File: src/rtl/bus3do_pkg.sv
// Shared 3DO bus map: region windows, bridge FSM encoding and default error data.
// Latency: n/a (constants, types and a pure decode function).
// Backpressure: n/a.
package bus3do_pkg;

  localparam logic [31:0] SVF_BASE    = 32'h0320_0000;
  localparam logic [31:0] SVF_LIMIT   = 32'h0320_FFFF;
  localparam logic [31:0] MADAM_BASE  = 32'h0330_0000;
  localparam logic [31:0] MADAM_LIMIT = 32'h0330_FFFF;
  localparam logic [31:0] CLIO_BASE   = 32'h0340_0000;
  localparam logic [31:0] CLIO_LIMIT  = 32'h0340_FFFF;

  // Returned for SVF reads and for external accesses that never completed.
  localparam logic [31:0] BAD_DATA_DEFAULT = 32'hBADA_CCE5;

  typedef enum logic [2:0] {
    IDLE     = 3'd0,
    REG_STB  = 3'd1,
    REG_CAP  = 3'd2,
    EXT_WAIT = 3'd3,
    ACK      = 3'd4
  } bus_state_t;

  typedef enum logic [1:0] {
    RGN_EXT   = 2'd0,
    RGN_SVF   = 2'd1,
    RGN_MADAM = 2'd2,
    RGN_CLIO  = 2'd3
  } region_t;

  // Anything outside the three register windows belongs to external memory.
  function automatic region_t decode_region(input logic [31:0] adr);
    if (adr >= SVF_BASE && adr <= SVF_LIMIT)     return RGN_SVF;
    if (adr >= MADAM_BASE && adr <= MADAM_LIMIT) return RGN_MADAM;
    if (adr >= CLIO_BASE && adr <= CLIO_LIMIT)   return RGN_CLIO;
    return RGN_EXT;
  endfunction

endpackage

File: src/rtl/bus_timeout_ctr.sv
// External-wait watchdog: counts stalled EXT_WAIT cycles and flags the one that reaches the limit.
// Latency: expired is combinational in the cycle whose increment would reach TIMEOUT_CYCLES.
// Backpressure: none; load restarts the count for each accepted request.
module bus_timeout_ctr #(
  parameter int TIMEOUT_CYCLES = 255
) (
  input  logic clk,
  input  logic reset,
  input  logic load,
  input  logic enable,
  output logic expired
);

  localparam logic [15:0] LAST = 16'(TIMEOUT_CYCLES - 1);

  logic [15:0] count;

  // Clear on a new request, advance once per stalled wait cycle.
  always_ff @(posedge clk) begin
    if (reset || load) begin
      count <= '0;
    end else if (enable) begin
      count <= count + 16'd1;
    end
  end

  // Fires on the stalled cycle whose increment brings the count to TIMEOUT_CYCLES.
  assign expired = enable && (count == LAST);

endmodule

File: src/rtl/cpu_bus_bridge.sv
// Wishbone bridge from the ARM core to SVF/MADAM/CLIO register windows and external memory.
// Latency: SVF ack 1 cycle after accept, register ack 2, external ack 1 cycle after ext_ack or timeout.
// Backpressure: one request at a time, sampled only in IDLE; the external slave stalls by withholding ext_ack.
module cpu_bus_bridge
  import bus3do_pkg::*;
#(
  parameter int          TIMEOUT_CYCLES = 255,
  parameter logic [31:0] BAD_DATA       = BAD_DATA_DEFAULT
) (
  input  logic        sys_clk,
  input  logic        i_reset,
  input  logic        cpu_cyc,
  input  logic        cpu_stb,
  input  logic        cpu_we,
  input  logic [31:0] cpu_adr,
  input  logic [31:0] cpu_wdat,
  input  logic [3:0]  cpu_sel,
  output logic        cpu_ack,
  output logic [31:0] cpu_rdat,
  output logic        madam_rd,
  output logic        madam_wr,
  input  logic [31:0] madam_rdat,
  output logic        clio_rd,
  output logic        clio_wr,
  input  logic [31:0] clio_rdat,
  output logic [31:0] reg_adr,
  output logic [31:0] reg_wdat,
  output logic        ext_stb,
  output logic [31:0] ext_adr,
  output logic        ext_we,
  output logic [3:0]  ext_sel,
  output logic [31:0] ext_wdat,
  input  logic        ext_ack,
  input  logic [31:0] ext_rdat,
  input  logic        err_clr,
  output logic        bus_err,
  output logic [31:0] err_adr
);

  bus_state_t  state_q, state_d;
  region_t     region_q;
  region_t     region_in;
  logic        we_q;
  logic [31:0] adr_q;
  logic [31:0] wdat_q;
  logic [3:0]  sel_q;

  logic accept;
  logic ext_wait;
  logic ext_done;
  logic tmo_en;
  logic tmo_expired;
  logic tmo_fire;

  assign region_in = decode_region(cpu_adr);
  assign accept    = (state_q == IDLE) && cpu_cyc && cpu_stb;
  assign ext_wait  = (state_q == EXT_WAIT);
  // A dropped cycle beats both completion and timeout.
  assign ext_done  = ext_wait && cpu_cyc && ext_ack;
  assign tmo_en    = ext_wait && !ext_ack;
  assign tmo_fire  = ext_wait && cpu_cyc && !ext_ack && tmo_expired;

  bus_timeout_ctr #(
    .TIMEOUT_CYCLES(TIMEOUT_CYCLES)
  ) u_tmo (
    .clk    (sys_clk),
    .reset  (i_reset),
    .load   (accept),
    .enable (tmo_en),
    .expired(tmo_expired)
  );

  // State register.
  always_ff @(posedge sys_clk) begin
    if (i_reset) state_q <= IDLE;
    else         state_q <= state_d;
  end

  // Next state: route by decoded region, abort on a dropped cycle, ACK always returns to IDLE.
  always_comb begin
    state_d = state_q;
    case (state_q)
      IDLE: begin
        if (accept) begin
          case (region_in)
            RGN_SVF:            state_d = ACK;
            RGN_MADAM, RGN_CLIO: state_d = REG_STB;
            default:            state_d = EXT_WAIT;
          endcase
        end
      end
      // Slave data is sampled at the end of the strobe cycle, so the capture
      // encoding is only a pass-through to ACK.
      REG_STB:  state_d = cpu_cyc ? ACK : IDLE;
      REG_CAP:  state_d = ACK;
      EXT_WAIT: begin
        if (!cpu_cyc)                   state_d = IDLE;
        else if (ext_ack || tmo_expired) state_d = ACK;
      end
      ACK:      state_d = IDLE;
      default:  state_d = IDLE;
    endcase
  end

  // Outputs decoded from state: one register strobe in REG_STB, ext_stb while waiting, ack in ACK.
  always_comb begin
    cpu_ack  = 1'b0;
    madam_rd = 1'b0;
    madam_wr = 1'b0;
    clio_rd  = 1'b0;
    clio_wr  = 1'b0;
    ext_stb  = 1'b0;
    case (state_q)
      REG_STB: begin
        madam_rd = (region_q == RGN_MADAM) && !we_q;
        madam_wr = (region_q == RGN_MADAM) &&  we_q;
        clio_rd  = (region_q == RGN_CLIO)  && !we_q;
        clio_wr  = (region_q == RGN_CLIO)  &&  we_q;
      end
      EXT_WAIT: ext_stb = 1'b1;
      ACK:      cpu_ack = 1'b1;
      default: ;
    endcase
  end

  // Latch the request and its decode when it is accepted.
  always_ff @(posedge sys_clk) begin
    if (i_reset) begin
      region_q <= RGN_EXT;
      we_q     <= 1'b0;
      adr_q    <= '0;
      wdat_q   <= '0;
      sel_q    <= '0;
    end else if (accept) begin
      region_q <= region_in;
      we_q     <= cpu_we;
      adr_q    <= cpu_adr;
      wdat_q   <= cpu_wdat;
      sel_q    <= cpu_sel;
    end
  end

  assign reg_adr  = adr_q;
  assign reg_wdat = wdat_q;
  assign ext_adr  = adr_q;
  assign ext_we   = we_q;
  assign ext_sel  = sel_q;
  assign ext_wdat = wdat_q;

  // Read data register: loaded on the edge that moves the FSM into ACK.
  always_ff @(posedge sys_clk) begin
    if (i_reset) begin
      cpu_rdat <= '0;
    end else if (accept && region_in == RGN_SVF) begin
      cpu_rdat <= cpu_we ? 32'h0 : BAD_DATA;
    end else if (state_q == REG_STB && cpu_cyc) begin
      if (we_q)                       cpu_rdat <= 32'h0;
      else if (region_q == RGN_MADAM) cpu_rdat <= madam_rdat;
      else                            cpu_rdat <= clio_rdat;
    end else if (ext_done) begin
      cpu_rdat <= ext_rdat;
    end else if (tmo_fire) begin
      cpu_rdat <= BAD_DATA;
    end
  end

  // Sticky timeout flag; err_adr keeps the first offender until the flag is cleared.
  always_ff @(posedge sys_clk) begin
    if (i_reset) begin
      bus_err <= 1'b0;
      err_adr <= '0;
    end else if (tmo_fire) begin
      bus_err <= 1'b1;
      if (!bus_err) err_adr <= adr_q;
    end else if (err_clr) begin
      bus_err <= 1'b0;
    end
  end

endmodule

File: config.mk
export PLATFORM = sky130hd
export DESIGN_NAME = cpu_bus_bridge
export DESIGN_NICKNAME = d
export VERILOG_FILES = /design/src/rtl/bus3do_pkg.sv /design/src/rtl/bus_timeout_ctr.sv /design/src/rtl/cpu_bus_bridge.sv
export SDC_FILE = /design/constraint.sdc
export NUM_CORES = 1
export LEC_CHECK = 0
export CORE_AREA = 5 5 143 145
export CTS_BUF_LIST = sky130_fd_sc_hd__clkbuf_4 sky130_fd_sc_hd__clkbuf_8
export DETAILED_ROUTE_END_ITERATION = 10
export DIE_AREA = 0 0 148 150
export MAX_ROUTING_LAYER = met4
export PLACE_DENSITY = 0.87
export SLEW_MARGIN = 20
export SYNTH_ARGS = -nofsm -noshare
export SYNTH_HDL_FRONTEND = slang
export SYNTH_SLANG_ARGS = --single-unit
File: constraint.sdc
create_clock -name sys_clk -period 3.4 [get_ports sys_clk]
set_input_delay 1.02 -clock sys_clk [delete_from_list [all_inputs] [get_ports sys_clk]]
set_output_delay 1.02 -clock sys_clk [all_outputs]
set_load 0.03 [all_outputs]
==> reports/metrics.csv <==
metric,value,unit
r2r_slack,1.24,ns
die_y,150,µm
final_cell_area,11100,µm²
place_ws,0.162,ns
synth-edff-count,0,
grt_use_total,0.237,
syn_inst,919,
synth_nets,1092,
syn_area_per_cell,7.84,µm²
clockRootBuffer,clkbuf_8,
layout.area.seq,3100,µm²
timing.rr.end,cpu_rdat[0],
fin_crit_sh,0.944,
cts_sinks,155,
final.setup.tns,0,ns
hpwl,20.5,mm
clk_latency,0.47,ns
detail_route.first_pass.iterations,4,
finClkSkew,0.0160,ns
dieArea,22200,µm²
start_kind,register,
path_cells,nor3b_2 -> nand3_1 -> nor2_1 -> clkdlybuf4s50_1,
hp-start,err_adr[29],
status,completed,
required,2.38,ns
core,19100,µm²
peakVddDrop,0.242,mV
final-setup-viol-count,0,
hold_class,register to register,
gp_congestion,0.859,
dpl-instance-area,10800,µm²
drt_iter0_markers,330,
cp_slowest_stage_delay,0.74,ns
fp.dieW,148,µm
post_drt_wl_per_cell,18.2,µm
netlist_area,7200,µm²
cp_slowest_cell,clkdlybuf4s50_1,
layout_setup_ws,0.190,ns
cp-end-kind,output pin,
synth_cell_types,50,
cp.buffers_inverters,1,
drive_gt1_frac,0.0681,
rsz0062_at_grt,no,
ys_seq_area_frac,0.431,
mostFrequentLayoutCells,"clkdlybuf4s50_1 (372), nand2_1 (259), dfxtp_1 (155)",
hold_depth,2,
worstSetupPathType,register to output pin,
postCtsSetupRepairBufs,0,
drv_slew,0,
p_leak,3.79,nW
fmax,312,MHz
worst_pin_slew,0.643,ns
min_period,3.21,ns
async_reset_ff_frac,0,
reg2reg_from,state_q[1],
grt_pass1_wl,39.8,mm
initial_core_util,0.377,
io_buffer_count,374,
grt_overflow,0,
boundaryPins,375,
clk_path_buf_depth,2,
power.density,360,nW/µm²
clkTransAtPathRegs,0.09,ns
antenna_found_initial,4,
rows,51,
crit_family,buffers and inverters,
synth_warnings,0,
ys_ff_latch,155,
grt_pass1_vias,7427,
final_nets,1379,
slew_headroom,0.571,
n_fill_cell,1670,
htreeDepth,4,
routed_via_density,5.09,
holdPathEnd,err_adr[29],
ant_nets,0,
num_vias,7433,
maxCapViolCount,0,
drt_wl_total,26.6,mm
grt_max_degree,51,
cts_tree,built,
ys.flop_type,dfxtp_1,
multi_input_area,3240,µm²
cts_buffers,17,
critPathMaxFanout,9,
layout_commonest_cell,clkdlybuf4s50_1,
ff2ff_path_depth,7,
area_growth_syn_to_layout,54.5,%
crit_arrival,2.19,ns
drc,0,
finalHoldViolCount,0,
## worst register-to-register path: cells and delay by family (launching register included)
| family | cells | cell delay (ns) |
|---|---|---|
| flip-flops | 1 | 0.42 |
| buffers and inverters | 2 | 0.35 |
| AND/OR/NAND/NOR | 3 | 0.86 |
| AO/OA/AOI/OAI | 2 | 0.43 |
## per-layer routing
metal	routed length, µm	up-vias	global-route usage
li1	-	3611	-
met1	10100	3449	0.259
met2	13100	331	0.403
met3	2540	42	0.0833
met4	758	0	0.0845
met5	0	-	-
## how the worst max path moves through the flow
stage / startpoint / endpoint / slack, ns / cells after the start
after global placement: cpu_adr[26] / region_q[1] / 0.20 / 6
after floorplan: cpu_adr[16] / cpu_rdat[14] / 0.73 / 6
after global routing: state_q[2] / clio_rd / 0.004 / 4
after CTS: state_q[2] / cpu_ack / 0.13 / 2
final: state_q[2] / clio_rd / 0.19 / 4
after detailed placement: cpu_adr[26] / region_q[1] / 0.16 / 6
## cell type report
cell class,instances,share of cell area
antenna,4,0.000899
clock buffer,18,0.0223
clock inverter,14,0.0103
inverter,24,0.00810
multi-input combinational,608,0.291
sequential,155,0.279
tap,238,0.0268
timing repair buffer,400,0.361
## synthesized netlist by cell type, types with 7 or more instances
cell      instances  area [µm²]
a21oi_1         142         711
a221oi_1         11        96.3
a221oi_2         10         150
buf_2            14        70.1
buf_4            67         503
clkbuf_1         48         180
dfxtp_1         155        3100
inv_1            24        90.1
mux2i_1          19         190
nand2_1         259         972
nand3_1          19        95.1
nand4_1           8        50.1
nor2_1           26        97.6
o211ai_1         20         150
o21ai_0          23         115
xor2_1            7        61.3
## through the flow
stage,utilization,hold WS (ns),power (W),std cells
final,0.583,0.453,0.00401,1461
after global routing,0.583,0.471,0.00417,1461
after CTS,0.583,0.455,0.00405,1457
after detailed placement,0.563,0.443,0.00275,1425
after global placement,0.563,0.437,0.00274,1425
after floorplan,-,0.454,0.00235,919
## sequential cells by signal (all words and copies together) (netlist names)
signal	cells
state_q	3
ext_adr	32
bus_err	1
cpu_rdat	32
region_q	2
ext_sel	4
err_adr	32
u_tmo.count	16
ext_wdat	32
ext_we	1
## kinds of logic (layout without fill, tap and decap cells)
logic type / after synthesis / in the layout / share of synthesized area
DFF: 155 / 155 / 0.431
AOI/OAI and AO/OA: 216 / 216 / 0.184
muxes: 19 / 19 / 0.0264
other: 0 / 4 / 0
xor gates and xnor gates: 13 / 13 / 0.0158
and+or+nand+nor: 358 / 358 / 0.217
buffers and inverters: 156 / 456 / 0.122
adders and majority gates: 2 / 2 / 0.00347
## where the power goes
group	internal (W)	total (W)	switching [W]	leakage (nW)
Combinational	0.000389	0.000792	0.000403	2.36
Clock	0.000537	0.00130	0.000761	0.170
Sequential	0.00187	0.00192	0.0000501	1.26
## repair_timing
item                                    in CTS  in global routing
endpoints found under the setup margin       2                  0
resized for setup                            1                  0
hold buffers                                 0                  0
(Power assumes the default switching activity.)
